### src/rtl/pf_lanectrl_pause_sync_mc.sv
// pf_lanectrl_pause_sync_mc: per-lane pause synchroniser that stretches each pause to a minimum width,
// forces a guard gap after every pause, and can retime its outputs onto the falling clock edge.
module pf_lanectrl_pause_sync_mc #(
    parameter int NUM_LANES        = 4,
    parameter int SYNC_STAGES      = 2,
    parameter int MIN_PAUSE_CYCLES = 2,
    parameter int GUARD_CYCLES     = 1,
    parameter bit OUTPUT_ON_FALL   = 1'b0
) (
    input  logic                 CLK,
    input  logic                 RESET_N,
    input  logic [NUM_LANES-1:0] HS_IO_CLK_PAUSE,
    output logic [NUM_LANES-1:0] HS_IO_CLK_PAUSE_SYNC,
    output logic                 PAUSE_ANY,
    output logic [NUM_LANES-1:0] PAUSE_EXTENDED
);
    typedef enum logic [1:0] {IDLE, PAUSE, HOLD, GUARD} state_t;
    localparam logic [3:0] MIN_P = 4'(MIN_PAUSE_CYCLES);
    localparam logic [3:0] GRD   = 4'(GUARD_CYCLES);
    logic [NUM_LANES-1:0] w_p;
    logic [NUM_LANES-1:0] w_p_next;
    logic                 r_any;
    for (genvar i = 0; i < NUM_LANES; i++) begin : g_lane
        logic       w_s;
        logic       w_short;
        logic       w_gdone;
        logic       w_pn;
        logic       r_p;
        logic       r_ext;
        logic       r_pend;
        state_t     r_st;
        logic [3:0] r_cnt;
        logic [3:0] r_gcnt;
        if (SYNC_STAGES == 0) begin : g_nosync
            assign w_s = HS_IO_CLK_PAUSE[i];
        end else begin : g_sync
            (* syn_keep = 1 *) logic [SYNC_STAGES-1:0] r_sync;
            always_ff @(posedge CLK or negedge RESET_N)
                if (!RESET_N) r_sync <= '0;
                else          r_sync <= SYNC_STAGES'({r_sync, HS_IO_CLK_PAUSE[i]});
            assign w_s = r_sync[SYNC_STAGES-1];
        end
        assign w_short = r_cnt < MIN_P;
        assign w_gdone = r_gcnt == GRD;
        // Next-cycle pause level; shared by the lane register and the PAUSE_ANY register so both stay aligned.
        assign w_pn = (r_st == IDLE)  ? w_s :
                      (r_st == GUARD) ? (w_gdone && (r_pend || w_s)) :
                                        (w_s || w_short);
        always_ff @(posedge CLK or negedge RESET_N) begin
            if (!RESET_N) begin
                r_st   <= IDLE;
                r_cnt  <= '0;
                r_gcnt <= '0;
                r_pend <= 1'b0;
                r_p    <= 1'b0;
                r_ext  <= 1'b0;
            end else begin
                r_p   <= w_pn;
                r_ext <= (r_st == PAUSE) && !w_s && w_short;
                case (r_st)
                    IDLE: if (w_s) begin
                        r_st  <= PAUSE;
                        r_cnt <= 4'd1;
                    end
                    PAUSE, HOLD: begin
                        r_cnt <= r_cnt + {3'd0, r_cnt != 4'hF};
                        if (!w_pn) begin
                            r_st   <= (GUARD_CYCLES == 0) ? IDLE : GUARD;
                            r_gcnt <= 4'd1;
                        end else begin
                            r_st <= w_s ? PAUSE : HOLD;
                        end
                    end
                    GUARD: if (w_gdone) begin
                        r_st   <= (r_pend || w_s) ? PAUSE : IDLE;
                        r_cnt  <= 4'd1;
                        r_pend <= 1'b0;
                    end else begin
                        r_gcnt <= r_gcnt + 4'd1;
                        r_pend <= r_pend || w_s;
                    end
                endcase
            end
        end
        assign w_p[i]            = r_p;
        assign w_p_next[i]       = w_pn;
        assign PAUSE_EXTENDED[i] = r_ext;
    end
    always_ff @(posedge CLK or negedge RESET_N)
        if (!RESET_N) r_any <= 1'b0;
        else          r_any <= |w_p_next;
    if (OUTPUT_ON_FALL) begin : g_fall
        logic [NUM_LANES-1:0] r_p_fall;
        logic                 r_any_fall;
        always_ff @(negedge CLK or negedge RESET_N) begin
            if (!RESET_N) begin
                r_p_fall   <= '0;
                r_any_fall <= 1'b0;
            end else begin
                r_p_fall   <= w_p;
                r_any_fall <= r_any;
            end
        end
        assign HS_IO_CLK_PAUSE_SYNC = r_p_fall;
        assign PAUSE_ANY            = r_any_fall;
    end else begin : g_rise
        assign HS_IO_CLK_PAUSE_SYNC = w_p;
        assign PAUSE_ANY            = r_any;
    end
endmodule
### config.mk
export PLATFORM = sky130hd
export DESIGN_NAME = pf_lanectrl_pause_sync_mc
export DESIGN_NICKNAME = d
export VERILOG_FILES = /design/src/rtl/pf_lanectrl_pause_sync_mc.sv
export SDC_FILE = /design/constraint.sdc
export NUM_CORES = 1
export LEC_CHECK = 0
export BUFFER_PORTS_ARGS = -buffer_cell sky130_fd_sc_hd__buf_4
export CAP_MARGIN = 5
export CORE_ASPECT_RATIO = 0.7
export CORE_UTILIZATION = 53
export DETAILED_ROUTE_END_ITERATION = 7
export PLACE_DENSITY = 0.7
export SLEW_MARGIN = 20
export SYNTH_ARGS = -nofsm -noshare
export SYNTH_HDL_FRONTEND = slang
export SYNTH_SLANG_ARGS = --single-unit
### constraint.sdc
create_clock -name CLK -period 2.5 [get_ports CLK]
set_input_delay 0.125 -clock CLK [delete_from_list [all_inputs] [get_ports CLK]]
set_output_delay 0.125 -clock CLK [all_outputs]
set_load 0.05 [all_outputs]
==> results.ini, run 1 <==
[run_status]
status = finished clean

[route]
wl_um = 6270
drt_pre_antenna_iters = 4
first_iter_violations = 117
routed_via_density = 5.76
vias = 2591
drc_errors = 0
wl_per_cell_um = 13.9
drtAntennaViolNets = 0

[worst_hold_path]
hold_depth = 0
holdCritPathClass = flop to flop
hold_path_startpoint = g_lane[1].g_sync.r_sync[0]$_DFF_PN0_
min_to = g_lane[1].g_sync.r_sync[1]$_DFF_PN0_

[yosys]
ys_warn_count = 0
synth-main-ff-cell = dfrtp_1
ys_ff_latch = 61
synth_top_area_share_pct = 43.9
postSynthCellCount = 357
synth_seq_area_share_pct = 43.9
yosysUniqueCellTypes = 63
synth_edf_count = 0
synthArstFlopShare_pct = 100
syn_area_um2 = 3470
synth_top_cell_by_area = dfrtp_1
syn_avg_cell_area_um2 = 9.73
synth_area_leaders = dfrtp_1 44%, ha_1 10%, a21oi_1 2.7%
syn_nets = 391

[timing]
tightest_slew_ns = 0.746
rsz0062_at_grt = false
relSlewSlack_pct = 50.3
finClkSkew_ns = 0.00684
max_freq_mhz = 501
hold_viol_final = 0
drv_slew = 0
period_minus_slack_ns = 2.00
setup_tns_ns = 0
fin_crit_sh_pct = 79.8
finalSetupViolations = 0

[worst_setup_path]
reg2reg_setup_slack_ns = 0.50
worst_setup_path_start_kind = flop
timing.rr.end = PAUSE_ANY$_DFF_PN0_
critPathSlowestCell = or4_1
path_cells = inv_1, ha_1, nor4_1, or2_0, a32o_1, or4_1
r2r_start = g_lane[3].r_st[1]$_DFFE_PN0P_
ff2ff_path_depth = 6
crit_fanout = 8
critPathKind = flop to flop
critPathArrivalTime_ns = 2.19
cp-end-kind = flop
required_ns = 2.70
slowest_delay_ns = 0.46

[layout]
layout_commonest_cell = dfrtp_1
final_cells = 450
regArea_um2 = 1530
multi_input_area_um2 = 1740
drive_gt1_share_pct = 11.3
layout.nets = 401
fillers = 540
diodes = 0
most-common-layout-cells = 61 x dfrtp_1, 28 x ha_1, 24 x inv_1, 24 x nand2_1, 23 x nor2_1
areaGrowthSynthToFinish_pct = 9.94

[floorplanning]
die-area_um2 = 6890
die_y_um = 69.7
start_util_pct = 55.3
num_io_pins = 15
rows = 24
coreArea_um2 = 6280
fp.dieW_um = 98.8

[power]
p_leak_nw = 1.71
irDropWorstVdd_mv = 0.508
p_per_area_nw_per_um2 = 1290
power_mw = 4.93

[cts]
clockRootBuffer = clkbuf_8
clockBufferDepth = 2
ctsResizeCount = 0
clock-sinks = 61
htreeDepth = 3
cts_buffers = 9
clkTransAtPathRegs_ns = 0.06
cts_tree = done
clock_latency_ns = 0.33

[grt]
grt_pass1_vias = 2354
overflow = 0
grt_max_degree = 62
antenna_found_initial = 0
use_met3_pct = 5.85
met2_usage_pct = 29.7
grt_use_total_pct = 20.5
grt_pass1_wl_um = 11000
grtUsageMet1_pct = 29.5
busiest_layer = met2

[placement]
place_hpwl_um = 4300
place.gp.congestion = 0.870
post-place-cells = 429
port_buffers = 14

[job]
maxCapViolCount = 0

-- critical path: cells and delay by family (launching register included) --
family / cells / cell delay (ns)
adders and majority gates: 1 / 0.32
buffers and inverters: 1 / 0.09
DFF: 1 / 0.41
and+or+nand+nor: 3 / 0.82
AOI/OAI and AO/OA: 1 / 0.24
-- sequential cells by signal, summed over array words and instances (netlist names) --
name and cells:
g_lane.r_cnt 16, g_lane.r_ext 4, PAUSE_ANY 1, g_lane.r_st 8
g_lane.g_sync.r_sync 8, g_lane.r_gcnt 16, g_lane.r_pend 4, g_lane.r_p 4
-- cell type report --
class                           count  area share, %
Tap cell                           78           2.56
Multi-Input combinational cell    251           45.4
Timing Repair Buffer               20           4.26
Sequential cell                    61           40.0
Clock buffer                       11           3.44
Inverter                           24           2.36
Clock inverter                      5           1.97
-- cell families after synthesis --
family	after synthesis	share of synthesized area, %
buffers and inverters	45	6.09
muxes	2	0.576
xor gates and xnor gates	6	1.51
adders and majority gates	28	10.1
AOI/OAI and AO/OA	84	17.2
and+or+nand+nor	131	20.6
DFF	61	43.9
-- how the worst max path moves through the flow --
stage,start,endpoint,depth (start not counted)
floorplan,g_lane[3].r_st[1]$_DFFE_PN0P_,PAUSE_ANY$_DFF_PN0_,7
global placement,g_lane[3].r_st[1]$_DFFE_PN0P_,PAUSE_ANY$_DFF_PN0_,6
detailed placement,g_lane[3].r_st[1]$_DFFE_PN0P_,PAUSE_ANY$_DFF_PN0_,6
CTS,g_lane[3].r_st[1]$_DFFE_PN0P_,PAUSE_ANY$_DFF_PN0_,6
global route,g_lane[2].r_st[1]$_DFFE_PN0P_,g_lane[2].r_gcnt[0]$_DFFE_PN0P_,6
finish,g_lane[3].r_st[1]$_DFFE_PN0P_,PAUSE_ANY$_DFF_PN0_,6
-- power by group --
group | total (mW) | switching [mW] | internal [mW]
Clock | 0.924 | 0.367 | 0.557
Sequential | 1.61 | 0.305 | 1.31
Combinational | 2.39 | 1.45 | 0.941
Total | 4.93 | 2.12 | 2.81
-- per-layer routing --
metal | wire, µm | vias to the layer above
li1 | - | 1304
met1 | 3230 | 1236
met2 | 2730 | 47
met3 | 258 | 4
met4 | 56 | 0
met5 | 0 | -
-- synthesized netlist by cell type, drive strengths merged (2+ instances only) --
master  instances
or4             3
o22ai           6
buf            17
and2            3
nor2           23
nand2          24
nor4            7
a21oi          21
a211oi          4
a31oi           2
nor3b           3
nor2b          11
or2             4
ha             28
inv            24
xor2            6
nor3            7
o21a            2
or3b            4
and3            4
clkbuf          4
a32o            6
a22oi           3
nand3          18
mux2i           2
dfrtp          61
o21ai          18
a221oi          2
nand4          11
nand2b          4
o211ai          2
o31ai           2
-- metrics by stage --
stage                     util [%]  worst slack (ns)  cell area [µm²]  hold slack (ns)
after detailed placement      56.8             0.540             3560            0.235
final                         60.8             0.504             3820            0.349
after global placement        56.8             0.589             3560            0.234
after global routing          60.8             0.318             3820            0.356
after CTS                     60.8             0.527             3820            0.351
after floorplan                  -             0.714             3470           -0.171
-- repair_timing --
| action | CTS | global route |
|---|---|---|
| hold buffers | 5 | 0 |
| setup buffers | 0 | 0 |
| hold endpoints to repair | 65 | 0 |
Note: power is estimated with default switching activity, not from simulation.
==> inputs of run 2 (changes only) <==
--- a/config.mk
+++ b/config.mk
@@ -5,12 +5,13 @@
 export SDC_FILE = /design/constraint.sdc
 export NUM_CORES = 1
 export LEC_CHECK = 0
+export ABC_AREA = 1
 export BUFFER_PORTS_ARGS = -buffer_cell sky130_fd_sc_hd__buf_4
 export CAP_MARGIN = 5
 export CORE_ASPECT_RATIO = 0.7
 export CORE_UTILIZATION = 53
 export DETAILED_ROUTE_END_ITERATION = 7
-export PLACE_DENSITY = 0.7
+export PLACE_DENSITY = 0.73
 export SLEW_MARGIN = 20
 export SYNTH_ARGS = -nofsm -noshare
 export SYNTH_HDL_FRONTEND = slang
==> constraint.sdc (replaced) <==
create_clock -name CLK -period 1.64 [get_ports CLK]
set_input_delay 0.082 -clock CLK [delete_from_list [all_inputs] [get_ports CLK]]
set_output_delay 0.082 -clock CLK [all_outputs]
set_load 0.05 [all_outputs]
==> results.ini, run 2 <==
[cts]
clockBufferDepth = 2  ; unchanged
clock-sinks = 61  ; unchanged
cts_tree = done
cts_setup_buffers = 0  ; unchanged
clock_latency_ns = 0.33  ; about the same
clkTransAtPathRegs_ns = 0.06  ; about the same
clockRootBuffer = clkbuf_8
htreeDepth = 3  ; unchanged
cts_buffers = 9  ; unchanged

[yosys]
synth_area_leaders = dfrtp_1 43%, ha_1 10%, nand2_1 9.9%
synthArstFlopShare_pct = 100  ; unchanged
ys_warn_count = 0  ; unchanged
syn_area_um2 = 3510  ; +1.2%
postSynthCellCount = 401  ; +12%
synth_edf_count = 0  ; unchanged
syn_nets = 435  ; +11%
synth-main-ff-cell = dfrtp_1
synth_top_cell_by_area = dfrtp_1
syn_avg_cell_area_um2 = 8.76  ; -9.9%
synth_commonest_cells = 93 x nand2_1, 61 x dfrtp_1, 34 x inv_1, 34 x nor2_1
yosysMostFrequentCell = nand2_1
yosysUniqueCellTypes = 26  ; -59%
ys_ff_latch = 61  ; unchanged
synth_seq_area_share_pct = 43.4  ; -0.50 points
synth_top_area_share_pct = 43.4  ; -0.50 points

[power]
p_leak_nw = 1.93  ; +13%
power_mw = 8.19  ; +66%
p_int_mw = 4.35  ; +55%
irDropWorstVdd_mv = 0.952  ; +88%
power_frac_seq_pct = 30.2  ; -2.5 points
p_per_area_nw_per_um2 = 2080  ; +61%
p_sw_share_pct = 46.9  ; +3.8 points
p_sw_mw = 3.84  ; +81%
power_frac_comb_pct = 54.8  ; +6.3 points
clockPowerShare_pct = 14.9  ; -3.9 points

[layout]
most-common-layout-cells = 93 x nand2_1, 61 x dfrtp_1, 34 x inv_1, 34 x nor2_1, 28 x nand3_1
top_regs = g_lane.r_cnt: 16 flops, g_lane.r_gcnt: 16 flops
layout_commonest_cell = nand2_1
diodes = 0  ; unchanged
areaGrowthSynthToFinish_pct = 12.1
drive_gt1_share_pct = 19.2  ; +7.9 points
layout.nets = 462  ; +15%
fillers = 524  ; -3.0%

[route]
vias = 2607  ; +0.62%
routed_via_density = 5.11  ; -11%
wl_per_cell_um = 11.9  ; -15%
drc_errors = 0  ; unchanged
drtAntennaViolNets = 0  ; unchanged
first_iter_violations = 105  ; -10%
wl_um = 6080  ; -3.1%
drt_pre_antenna_iters = 5  ; +1

[placement]
place_hpwl_um = 4440  ; +3.4%
pre_cts_ws_ns = 0.0882  ; -0.452 ns
place.gp.congestion = 0.844  ; -3.0%
port_buffers = 14  ; unchanged

[floorplanning]
fp.dieW_um = 99.3  ; +0.57%
start_util_pct = 55.7  ; +0.37 points
rows = 24  ; unchanged
die_y_um = 70.1  ; +0.56%
num_io_pins = 15  ; unchanged
die-area_um2 = 6960  ; +1.1%
coreArea_um2 = 6310  ; +0.48%

[worst_setup_path]
crit_fanout = 6  ; -2
crit_top_cell = ha_1
slowest_delay_ns = 0.46  ; about the same
critPathArrivalTime_ns = 1.71  ; -0.48 ns
critPathSlowestCell = dfrtp_1
required_ns = 1.87  ; -0.83 ns
worst_setup_path_start_kind = flop
cp-end-kind = flop
critPathKind = flop to flop
path_cells = nand4_1, ha_1, ha_1, xnor2_1, o31ai_1

[grt]
overflow = 0  ; unchanged
grt_use_total_pct = 20.0  ; -0.49 points
antenna_found_initial = 0  ; unchanged
grt_pass1_vias = 2478  ; +5.3%
grt_max_degree = 38  ; -39%
grt_pass1_wl_um = 11000  ; -0.87%

[job]
maxCapViolCount = 0  ; unchanged

[timing]
relSlewSlack_pct = 68.1  ; +18 points
tightest_slew_ns = 0.479  ; -0.267 ns
finClkSkew_ns = 0.00421  ; -0.00263 ns
drv_slew = 0  ; unchanged
hold_viol_final = 0  ; unchanged
fin_crit_sh_pct = 90.6  ; +11 points
period_minus_slack_ns = 1.49  ; -0.510 ns
worst_slack_ns = 0.154  ; -0.350 ns
setup_tns_ns = 0  ; unchanged
max_freq_mhz = 673  ; +34%
rsz0062_at_grt = false
finalSetupViolations = 0  ; unchanged

[run_status]
status = finished clean

[worst_hold_path]
holdCritPathClass = primary input to asynchronous set/reset pin

[run 2: changes by cell type after synthesis, sizes merged, moves of 7 or more]
cell,change
buf,-9
nor4,-7
nand3,+18
nor2,+19
nand2,+79
xnor2,+8
inv,+24
nor2b,-11
[run 2: metal layers]
layer,wire length [µm],global-route usage [%],vias to the layer above
met1,3100,27.5,1205
met3,183,5.41,4
met2,2760,30.3,31
met4,39,7.35,0
li1,-,-,1367
met5,0,0,-
[run 2: power groups by stage]
stage	clock, mW	combinational (mW)	sequential [mW]
floorplan	0	3.64	2.39
global placement	0	4.39	2.47
detailed placement	0	4.48	2.48
CTS	1.28	4.50	2.46
global route	1.34	5.11	2.54
finish	1.22	4.49	2.48
[run 2: kinds of logic (layout without fill, tap and decap cells)]
family / count (synthesis) / count (layout) / share of synthesized area (%)
buffers and inverters: 56 / 87 / 6.84
AOI/OAI and AO/OA: 48 / 48 / 8.55
DFF: 61 / 61 / 43.4
and+or+nand+nor: 196 / 196 / 28.2
xor gates and xnor gates: 12 / 12 / 2.99
adders and majority gates: 28 / 28 / 9.97
[run 2: path summary, 6_finish.rpt]
path | from | to | slack, ns | cells after the start
min | RESET_N | g_lane[2].r_gcnt[2]$_DFFE_PN0P_ | 0.25 | 2
min in group CLK | g_lane[1].g_sync.r_sync[0]$_DFF_PN0_ | g_lane[1].g_sync.r_sync[1]$_DFF_PN0_ | 0.35 | 0
max reg2reg | g_lane[0].r_cnt[2]$_DFFE_PN0P_ | g_lane[0].r_cnt[2]$_DFFE_PN0P_ | 0.15 | 5
max in group asynchronous | RESET_N | g_lane[3].r_cnt[1]$_DFFE_PN0P_ | 0.87 | 3
min reg2reg | g_lane[1].g_sync.r_sync[0]$_DFF_PN0_ | g_lane[1].g_sync.r_sync[1]$_DFF_PN0_ | 0.35 | 0
max | g_lane[0].r_cnt[2]$_DFFE_PN0P_ | g_lane[0].r_cnt[2]$_DFFE_PN0P_ | 0.15 | 5
[run 2: timing repair]
item                                    CTS  global route
endpoints found under the setup margin    0             8
endpoints found under the hold margin    40             0
hold buffers                              5             0
gates resized for setup                   0             4
[run 2: cell type report]
type / instances / area, µm² / share of cell area, %
multi-input cells: 284 / 1760 / 44.6
flip-flops and latches: 61 / 1530 / 38.7
repair buffers: 24 / 205 / 5.21
inverters: 48 / 180 / 4.57
clock buffers: 13 / 139 / 3.52
well taps: 78 / 97.6 / 2.48
clock inverters: 2 / 35.0 / 0.889
[run 2: metrics by stage]
step	utilization (%)	cells	area (µm²)	hold slack [ns]
6_report	62.5	510	3940	0.253
5_1_grt	62.5	510	3940	0.308
4_1_cts	62.3	510	3930	0.252
3_5_place_dp	58.8	490	3710	0.0822
3_3_place_gp	58.8	490	3710	0.0782
2_1_floorplan	-	401	3510	-0.214
[run 2: critical path: cells and delay by family, from the launching register on]
family / cells / cell delay [ns]
AO/OA/AOI/OAI: 1 / 0.24
XOR/XNOR: 1 / 0.12
adder cells (fa/ha/maj): 2 / 0.44
flip-flops: 1 / 0.46
AND/OR/NAND/NOR: 1 / 0.13
